==> config.mk <==
export PLATFORM = sky130hd
export DESIGN_NAME = reg_writeback_queue_flat
export DESIGN_NICKNAME = d
export VERILOG_FILES = /design/src/rtl/reg_writeback_queue_if.sv /design/src/rtl/reg_writeback_queue.sv /design/src/flat_wrapper.sv
export SDC_FILE = /design/constraint.sdc
export NUM_CORES = 1
export LEC_CHECK = 0
export CORE_MARGIN = 3
export CORE_UTILIZATION = 55
export DETAILED_ROUTE_END_ITERATION = 12
export GPL_ROUTABILITY_DRIVEN = 0
export PLACE_DENSITY = 0.85
export RECOVER_POWER = 50
export SYNTH_ARGS = -nofsm -noshare
export SYNTH_HDL_FRONTEND = slang
export SYNTH_SLANG_ARGS = --single-unit
==> constraint.sdc <==
create_clock -name clk -period 4.6 [get_ports clk]
set_input_delay 0.46 -clock clk [delete_from_list [all_inputs] [get_ports clk]]
set_output_delay 0.46 -clock clk [all_outputs]
set_load 0.005 [all_outputs]
==> src/rtl/reg_writeback_queue_if.sv <==
// Bundles the result-side handshake, register-file write port, occupancy and
// forwarding lookup signals of reg_writeback_queue.
interface reg_writeback_queue_if #(
   parameter int DEPTH = 4
);
   logic                     in_valid;
   logic                     in_ready;
   logic [4:0]               in_rd;
   logic [63:0]              in_data;
   logic                     wb_hold;
   logic                     reg_write;
   logic [4:0]               write_register;
   logic [63:0]              write_data;
   logic [$clog2(DEPTH):0]   count;
   logic [4:0]               fwd_reg_1;
   logic [4:0]               fwd_reg_2;
   logic                     fwd_hit_1;
   logic                     fwd_hit_2;
   logic [63:0]              fwd_data_1;
   logic [63:0]              fwd_data_2;

   modport master (
      output in_valid, in_rd, in_data, wb_hold, fwd_reg_1, fwd_reg_2,
      input  in_ready, reg_write, write_register, write_data, count,
      input  fwd_hit_1, fwd_hit_2, fwd_data_1, fwd_data_2
   );

   modport slave (
      input  in_valid, in_rd, in_data, wb_hold, fwd_reg_1, fwd_reg_2,
      output in_ready, reg_write, write_register, write_data, count,
      output fwd_hit_1, fwd_hit_2, fwd_data_1, fwd_data_2
   );
endinterface

==> src/rtl/reg_writeback_queue.sv <==
// Writeback FIFO feeding the register file write port, one entry per cycle.
// Define WBQ_FORWARD_EN to add forwarding lookup of still-pending writes.
module reg_writeback_queue #(
   parameter int DEPTH     = 4,
   parameter bit ZERO_DROP = 1'b1
) (
   input  logic                  clk,
   input  logic                  rst_n,
   reg_writeback_queue_if.slave  bus
);
   localparam int AW = $clog2(DEPTH);
   localparam int CW = AW + 1;

   logic [4:0]    r_rd   [DEPTH];
   logic [63:0]   r_data [DEPTH];
   logic [AW-1:0] r_rdPtr;
   logic [AW-1:0] r_wrPtr;
   logic [CW-1:0] r_count;
   logic          r_regWrite;
   logic [4:0]    r_writeRegister;
   logic [63:0]   r_writeData;

   logic w_inReady;
   logic w_accept;
   logic w_drop;
   logic w_push;
   logic w_pop;

   // Full is judged from the count alone, so a pop in the same cycle never frees a slot early.
   assign w_inReady = rst_n && (r_count < CW'(DEPTH));
   assign w_accept  = bus.in_valid && w_inReady;
   assign w_drop    = ZERO_DROP && (bus.in_rd == 5'd0);
   assign w_push    = w_accept && !w_drop;
   assign w_pop     = (r_count != '0) && !bus.wb_hold;

   always_ff @(posedge clk) begin
      if (w_push) begin
         r_rd[r_wrPtr]   <= bus.in_rd;
         r_data[r_wrPtr] <= bus.in_data;
      end
   end

   always_ff @(posedge clk or negedge rst_n) begin
      if (!rst_n) begin
         r_rdPtr         <= '0;
         r_wrPtr         <= '0;
         r_count         <= '0;
         r_regWrite      <= 1'b0;
         r_writeRegister <= '0;
         r_writeData     <= '0;
      end else begin
         if (w_push) r_wrPtr <= r_wrPtr + 1'b1;
         if (w_pop)  r_rdPtr <= r_rdPtr + 1'b1;
         case ({w_push, w_pop})
            2'b10:   r_count <= r_count + 1'b1;
            2'b01:   r_count <= r_count - 1'b1;
            default: r_count <= r_count;
         endcase
         r_regWrite <= w_pop;
         if (w_pop) begin
            r_writeRegister <= r_rd[r_rdPtr];
            r_writeData     <= r_data[r_rdPtr];
         end
      end
   end

   assign bus.in_ready       = w_inReady;
   assign bus.count          = r_count;
   assign bus.reg_write      = r_regWrite;
   assign bus.write_register = r_writeRegister;
   assign bus.write_data     = r_writeData;

`ifdef WBQ_FORWARD_EN
   logic          w_hit1;
   logic          w_hit2;
   logic [63:0]   w_fwdData1;
   logic [63:0]   w_fwdData2;
   logic [AW-1:0] w_idx;

   // Scan oldest to youngest (output stage first, then queue from head) so later matches win.
   always_comb begin
      w_hit1     = 1'b0;
      w_hit2     = 1'b0;
      w_fwdData1 = '0;
      w_fwdData2 = '0;
      w_idx      = '0;
      if (r_regWrite && (r_writeRegister == bus.fwd_reg_1)) begin
         w_hit1     = 1'b1;
         w_fwdData1 = r_writeData;
      end
      if (r_regWrite && (r_writeRegister == bus.fwd_reg_2)) begin
         w_hit2     = 1'b1;
         w_fwdData2 = r_writeData;
      end
      for (int k = 0; k < DEPTH; k++) begin
         w_idx = r_rdPtr + AW'(k);
         if ((CW'(k) < r_count) && (r_rd[w_idx] == bus.fwd_reg_1)) begin
            w_hit1     = 1'b1;
            w_fwdData1 = r_data[w_idx];
         end
         if ((CW'(k) < r_count) && (r_rd[w_idx] == bus.fwd_reg_2)) begin
            w_hit2     = 1'b1;
            w_fwdData2 = r_data[w_idx];
         end
      end
      if (ZERO_DROP && (bus.fwd_reg_1 == 5'd0)) begin
         w_hit1     = 1'b0;
         w_fwdData1 = '0;
      end
      if (ZERO_DROP && (bus.fwd_reg_2 == 5'd0)) begin
         w_hit2     = 1'b0;
         w_fwdData2 = '0;
      end
   end

   assign bus.fwd_hit_1  = w_hit1;
   assign bus.fwd_hit_2  = w_hit2;
   assign bus.fwd_data_1 = w_fwdData1;
   assign bus.fwd_data_2 = w_fwdData2;
`else
   logic w_unusedFwd;

   assign w_unusedFwd    = ^{bus.fwd_reg_1, bus.fwd_reg_2};
   assign bus.fwd_hit_1  = 1'b0;
   assign bus.fwd_hit_2  = 1'b0;
   assign bus.fwd_data_1 = '0;
   assign bus.fwd_data_2 = '0;
`endif

endmodule

==> src/flat_wrapper.sv <==
// flat-port wrapper written by rule: the top's interface ports become plain ports
module reg_writeback_queue_flat 
#(
   parameter int DEPTH     = 4,
   parameter bit ZERO_DROP = 1'b1
)
  (clk, rst_n, bus_in_valid, bus_in_rd, bus_in_data, bus_wb_hold, bus_fwd_reg_1, bus_fwd_reg_2, bus_in_ready, bus_reg_write, bus_write_register, bus_write_data, bus_count, bus_fwd_hit_1, bus_fwd_hit_2, bus_fwd_data_1, bus_fwd_data_2);
  reg_writeback_queue_if #(.DEPTH(DEPTH)) bus_i ();
  input  logic clk;
  input  logic rst_n;
  input wire logic [$bits(bus_i.in_valid)-1:0] bus_in_valid;
  input wire logic [$bits(bus_i.in_rd)-1:0] bus_in_rd;
  input wire logic [$bits(bus_i.in_data)-1:0] bus_in_data;
  input wire logic [$bits(bus_i.wb_hold)-1:0] bus_wb_hold;
  input wire logic [$bits(bus_i.fwd_reg_1)-1:0] bus_fwd_reg_1;
  input wire logic [$bits(bus_i.fwd_reg_2)-1:0] bus_fwd_reg_2;
  output wire logic [$bits(bus_i.in_ready)-1:0] bus_in_ready;
  output wire logic [$bits(bus_i.reg_write)-1:0] bus_reg_write;
  output wire logic [$bits(bus_i.write_register)-1:0] bus_write_register;
  output wire logic [$bits(bus_i.write_data)-1:0] bus_write_data;
  output wire logic [$bits(bus_i.count)-1:0] bus_count;
  output wire logic [$bits(bus_i.fwd_hit_1)-1:0] bus_fwd_hit_1;
  output wire logic [$bits(bus_i.fwd_hit_2)-1:0] bus_fwd_hit_2;
  output wire logic [$bits(bus_i.fwd_data_1)-1:0] bus_fwd_data_1;
  output wire logic [$bits(bus_i.fwd_data_2)-1:0] bus_fwd_data_2;
  assign bus_i.in_valid = bus_in_valid;
  assign bus_i.in_rd = bus_in_rd;
  assign bus_i.in_data = bus_in_data;
  assign bus_i.wb_hold = bus_wb_hold;
  assign bus_i.fwd_reg_1 = bus_fwd_reg_1;
  assign bus_i.fwd_reg_2 = bus_fwd_reg_2;
  assign bus_in_ready = bus_i.in_ready;
  assign bus_reg_write = bus_i.reg_write;
  assign bus_write_register = bus_i.write_register;
  assign bus_write_data = bus_i.write_data;
  assign bus_count = bus_i.count;
  assign bus_fwd_hit_1 = bus_i.fwd_hit_1;
  assign bus_fwd_hit_2 = bus_i.fwd_hit_2;
  assign bus_fwd_data_1 = bus_i.fwd_data_1;
  assign bus_fwd_data_2 = bus_i.fwd_data_2;
  reg_writeback_queue #(.DEPTH(DEPTH), .ZERO_DROP(ZERO_DROP)) u_core (.clk(clk), .rst_n(rst_n), .bus(bus_i));
endmodule
# Yosys cells after proc, flatten, opt, wreduce, memory -nomap -nowiden
# Memories as Yosys holds them, arrays and structs flattened. A register that Yosys moved wholly into a read port is not among the register bits.
# Cells that the tools add are included.
[totals]
ff_bits = 8
mem_bits_rw = 276
in_bits = 83
output_inout_bits = 204
elab_cells = 27
n_memories = 2
[memory_table]
columns = ["memory", "depth", "width", "read_ports", "rd_ports_with_merged_regs", "wr", "line", "text"]
rows = [
  ["u_core.r_data", 4, 64, 1, 1, 1, "reg_writeback_queue.sv:15", "logic [63:0] r_data [DEPTH];"],
  ["u_core.r_rd", 4, 5, 1, 1, 1, "reg_writeback_queue.sv:14", "logic [4:0] r_rd [DEPTH];"],
]
[op_classes]
add_sub_neg = 4
order_cmp = 1
eq_ne = 2
mux = 3
reduce_logical = 11
[ops]
columns = ["cell", "n"]
rows = [
  ["$pmux 3 s2", 1],
  ["$logic_not 5->1", 1],
  ["$add 2x1->2 const B", 2],
  ["$logic_and 1x1->1", 4],
  ["$logic_not 1->1", 4],
  ["$add 3x1->3 const B", 1],
  ["$lt 3x3->1 const B", 1],
  ["$reduce_bool 3->1", 1],
  ["$sub 3x1->3 const B", 1],
  ["$eq 2x1->1 const B", 1],
  ["$eq 2x2->1 const B", 1],
  ["$mux 1", 2],
  ["$reduce_bool 2->1", 1],
]

# Longest topological paths before layout
[logic_depth]
word_depth = 6
mapped_depth = 9
mapped_depth_nobuf = 9

# Worst setup path before layout
# OpenSTA, ideal clock, no wires.
[synth_path]
path_kind = "input -> register"
start = "input bus_in_rd[0]"
end = "register u_core.r_count[2], in the netlist u_core.bus.count[2]"
setup_time_ns = 0.079
arrival_time_ns = 2.242
t_required_ns = 4.521
setup_slack_ns = 2.278
stages = 9
n_path_buf = 0
cell_sequence = "or4_4 > o211a_4 > inv_1 > ha_1 > inv_1 > fa_1 > xor2_1 > nor2_1 > xor2_1"
[synth_between]
elab_chain_len = 5
elab_cells_between_ends = 7
classes_between = "eq/ne: 2; mux: 1; reduce/logical: 4"
[synth_rtl]
columns = ["item", "line", "text"]
rows = [
  ["start: declaration", "flat_wrapper.sv:12", "input wire logic [$bits(bus_i.in_rd)-1:0] bus_in_rd;"],
  ["$logic_not 5->1 *", "reg_writeback_queue.sv:32", "assign w_drop = ZERO_DROP && (bus.in_rd == 5'd0);"],
  ["$logic_not 1->1 *", "reg_writeback_queue.sv:33", "assign w_push = w_accept && !w_drop;"],
  ["$logic_and 1x1->1 *", "reg_writeback_queue.sv:33", ""],
  ["$eq 2x1->1 / $eq 2x2->1 (equally long branches)", "reg_writeback_queue.sv:54", "case ({w_push, w_pop})"],
  ["$pmux 3 s2 / $reduce_bool 2->1 (equally long branches)", "-", ""],
  ["end signal: assignment", "reg_writeback_queue.sv:55", "2'b10: r_count <= r_count + 1'b1;"],
  ["end signal: assignment", "reg_writeback_queue.sv:56", "2'b01: r_count <= r_count - 1'b1;"],
  ["end signal: assignment", "reg_writeback_queue.sv:57", "default: r_count <= r_count;"],
  ["end: declaration", "reg_writeback_queue.sv:18", "logic [CW-1:0] r_count;"],
]
# Every way passes the cells marked *; elsewhere a longest branch is shown, timed or not.
# A chain may end at the register's enable or synchronous reset.

==> results summary <==
From synthesis to final layout, the design area changed by 18.1%. The portion of total power attributed to the clock network is 30.3%. The synthesized netlist devotes 0.126% of its cell area to compound gates. The clock tree buffer depth came out at 3. The final route contains 6284 vias. The proportion of synthesized area in mux cells came out at 16.9%. The required time reported for the critical path endpoint is 4990 ps. Setup repair after global routing left no endpoint under its margin. Of all nets on the critical path, the largest fanout is 42.

The count of TritonRoute iterations in the first routing pass is 4. The final critical delay including setup and external delays came out at 3150 ps. The launching element type of the critical path is a register. In this run switching power makes up 25.1% of total power. Dividing the detail-routed wire length by the instance count gives 21.1 um. The post-route netlist has 23.5% of its cells at a drive strength greater than 1. For this design the static power due to leakage is 5.90 nW. The total cell area at the placement stage came out at 0.0153 mm^2. The total buffers and inverters traversed by the critical path came out at 1. The placement row count came out at 57.

The relative slew slack is -89.5%. On the critical path the largest part of the delay comes from flip-flops. On the critical path, the stage with the largest delay is an instance of sky130_fd_sc_hd__dfrtp_1. The slew at the pin closest to its max-slew limit came out at 2840 ps. IR analysis of the VDD net gives a maximum drop of 0.580 mV.

The setup path with the least slack is of type reg -> reg. The area fraction of the dominant cell type after synthesis came out at 59.4%. The first global-routing pass estimated 38500 um of wire. TritonCTS built the clock tree. The starting DRC count in detailed routing is 326. The fraction of registers with async set/reset is 21.8%.

Internal power comes to 7.29 mW. The sequential cell area fraction in the yosys report is 73.2%. The total of endpoints with negative setup slack in the final report is 0. The number of max-slew violations in the final report came out at 77. For this design, the sink count on the clock tree is 353.

The flip-flop and latch count after synthesis is 353. The global-route usage over all layers came out at 18.9%. The post-synthesis share of cell area spent on xor and xnor gates is 0.377%.

sky130_fd_sc_hd__edfxtp_1 is the most common cell in the netlist. The placed wire-length estimate came out at 15000 um. The net switching power of the design came out at 2.45 mW. The cell area that synthesis handed to floorplanning was 0.0140 mm^2. The count of input and output buffers came out at 146. The post-synthesis share of cell area spent on full adders, half adders and majority gates is 0.592%.

The die is 165 um wide. The detail route stage leaves a number of antenna-violating nets equal to 0. The clock latency reported for the late side of the worst-skew pair is 510 ps.

The final design utilization is 67.0%. The quantity of gates resized following cts came out at 0. The synthesized instance count is 676.

Traced cell by cell, the critical path runs through buf_12 -> mux4_2 -> mux2_2. Counting the buffers created by CTS gives 36. The data arrival time of the critical path came out at 3540 ps. The delay contributed by the slowest stage of the critical path is 1710 ps. The final-stage net count came out at 934.

Counting instances in the post-synthesis netlist gives the leading cell types as sky130_fd_sc_hd__edfxtp_1, sky130_fd_sc_hd__buf_4, sky130_fd_sc_hd__dfrtp_1, sky130_fd_sc_hd__mux2_2, sky130_fd_sc_hd__mux4_2. The via density per instance came out at 5.24. The endpoint type of the worst setup path is a register. The count of maximum capacitance violations is 2. A synthesized cell averages 20.6 um^2.

The final layout contains routed wiring with a total length of 25300 um. The H-tree depth came out at 2. The global-route congestion overflow total is 0. After detailed routing, the number of remaining DRC violations is 0.

The kind of path behind the tightest hold check is reg -> reg. Yosys attributes the largest share of cell area to sky130_fd_sc_hd__edfxtp_1, sky130_fd_sc_hd__dfrtp_1, sky130_fd_sc_hd__mux4_2. Combinational logic is responsible for 23.9% of the overall power. Once layout is done, the placed cells without fillers occupy 0.0165 mm^2.

The number of antenna violations at the first check in global routing came out at 6. The run finished, with violations left. Clock tree synthesis selected as its root buffer the cell sky130_fd_sc_hd__clkbuf_16. The worst path uses 68.5% of the clock period. Final hold analysis gives a worst-case slack of 500 ps. The combinational family with the most area after synthesis is multiplexers. The count of cell types in the netlist is 23.

The cell type with the highest aggregate area in the netlist is sky130_fd_sc_hd__edfxtp_1. The core outline area is 0.0246 mm^2. Once the floorplan was initialized, standard cells occupied 56.7% of the core. The simple-gate share of the synthesized area came out at 0.484%.

The floorplan step defined a die boundary enclosing 0.0273 mm^2. The checks that failed: max-capacitance violations, max-slew violations. After filler insertion, the fill cell instance count of the layout stands at 1586. Measured along the y axis, the die boundary spans 165 um. Derived from the worst setup path, the maximum achievable clock frequency is 317 MHz. The sequential share of power is 45.9%. The number of warnings issued by yosys came out at 0. The buffer count from post-CTS setup fixing is 0. The largest net degree at the start of global routing came out at 71.

The most used flip-flop cell after synthesis is sky130_fd_sc_hd__edfxtp_1. Between clock sinks in the finished design, the worst skew comes to 19.5 ps. The hold buffer count at CTS is 0. After routing, the total negative slack on setup checks comes to 0 ps. The clock-pin slew of the registers on the worst-case setup and hold paths came out at 60 ps.

The power per cell area came out at 591 mW/mm^2. The via count of the first global-routing pass is 6651. The number of enable flip-flop cells after synthesis came out at 276.

Pin placement for this block handled 287 I/O pins. The count of endpoints failing hold in the final timing report is 0.
==> placed cells by master, fill, tap and decap left out, types with 5 or more instances in the layout <==
cell type,netlist,routed
sky130_fd_sc_hd__inv_1,6,6
sky130_fd_sc_hd__ha_1,5,5
sky130_fd_sc_hd__clkbuf_16,0,38
sky130_fd_sc_hd__mux2_2,69,69
sky130_fd_sc_hd__clkdlybuf4s50_1,0,44
sky130_fd_sc_hd__dlygate4sd3_1,0,101
sky130_fd_sc_hd__clkinv_1,0,6
sky130_fd_sc_hd__mux4_2,69,69
sky130_fd_sc_hd__dfrtp_1,77,76
sky130_fd_sc_hd__edfxtp_1,276,276
sky130_fd_sc_hd__buf_4,130,7
sky130_fd_sc_hd__clkbuf_1,6,10
sky130_fd_sc_hd__conb_1,1,130
==> through the flow <==
| stage | instances | total power [mW] | setup slack, ps |
|---|---|---|---|
| 2_1_floorplan | 805 | 5.90 | 2280 |
| 3_3_place_gp | 1131 | 6.87 | 1650 |
| 3_5_place_dp | 1131 | 6.97 | 1570 |
| 4_1_cts | 1197 | 9.95 | 2080 |
| 5_1_grt | 1200 | 10.2 | 1010 |
| 6_report | 1200 | 9.74 | 1450 |
==> cell type report <==
class,count,area (um^2),area share [%]
Timing Repair Buffer,155,1530,9.30
Inverter,6,22.5,0.137
Tap cell,324,405,2.46
Multi-Input combinational cell,293,3070,18.6
Sequential cell,353,10200,62.0
Antenna cell,3,7.51,0.0456
Clock inverter,17,200,1.22
Clock buffer,49,1020,6.21
==> power groups by stage <==
| stage | Clock [mW] | Combinational, mW | Sequential [mW] |
|---|---|---|---|
| after global routing | 3.15 | 2.54 | 4.55 |
| final | 2.95 | 2.33 | 4.47 |
| after detailed placement | 0 | 2.41 | 4.56 |
| after CTS | 3.02 | 2.43 | 4.50 |
| after floorplan | 0 | 1.62 | 4.28 |
| after global placement | 0 | 2.34 | 4.53 |
==> metal layers <==
layer | vias to the layer above | wire [um] | track usage [%]
met2 | 292 | 13200 | 33.0
li1 | 2704 | - | -
met4 | 6 | 518 | 5.18
met1 | 3236 | 9520 | 23.8
met3 | 46 | 1990 | 4.64
met5 | - | 36 | 0
==> state kept, by name, summed over array words and instances, names as in the netlist <==
register                   count
u_core.r_data                256
u_core.bus.write_data         64
u_core.r_rd                   20
u_core.bus.write_register      5
u_core.bus.count               3
u_core.r_rdPtr                 2
u_core.r_wrPtr                 2
u_core.bus.reg_write           1
==> cell families (layout without fill, tap and decap cells) <==
kind of cell | after synthesis | in the layout
AOI/OAI and AO/OA | 1 | 1
xor gates and xnor gates | 6 | 6
adders and majority gates | 6 | 6
buffers and inverters | 159 | 227
DFF | 353 | 353
muxes | 140 | 140
other | 1 | 133
and+or+nand+nor | 10 | 10
==> final timing paths <==
| path | startpoint | end | slack [ps] | cells after the start |
|---|---|---|---|---|
| max in group asynchronous | rst_n | u_core.r_rdPtr[1] | 1460 | 2 |
| worst min register to register | u_core.bus.write_data[56] | u_core.bus.write_data[56] | 500 | 1 |
| worst min-delay path | u_core.bus.write_data[56] | u_core.bus.write_data[56] | 500 | 1 |
| worst max-delay path | u_core.r_rdPtr[0] | u_core.bus.write_data[14] | 1450 | 3 |
| min in group asynchronous | rst_n | u_core.bus.write_data[24] | 1140 | 2 |
| worst max register to register | u_core.r_rdPtr[0] | u_core.bus.write_data[14] | 1450 | 3 |
Note: power is estimated with default switching activity, not from simulation.
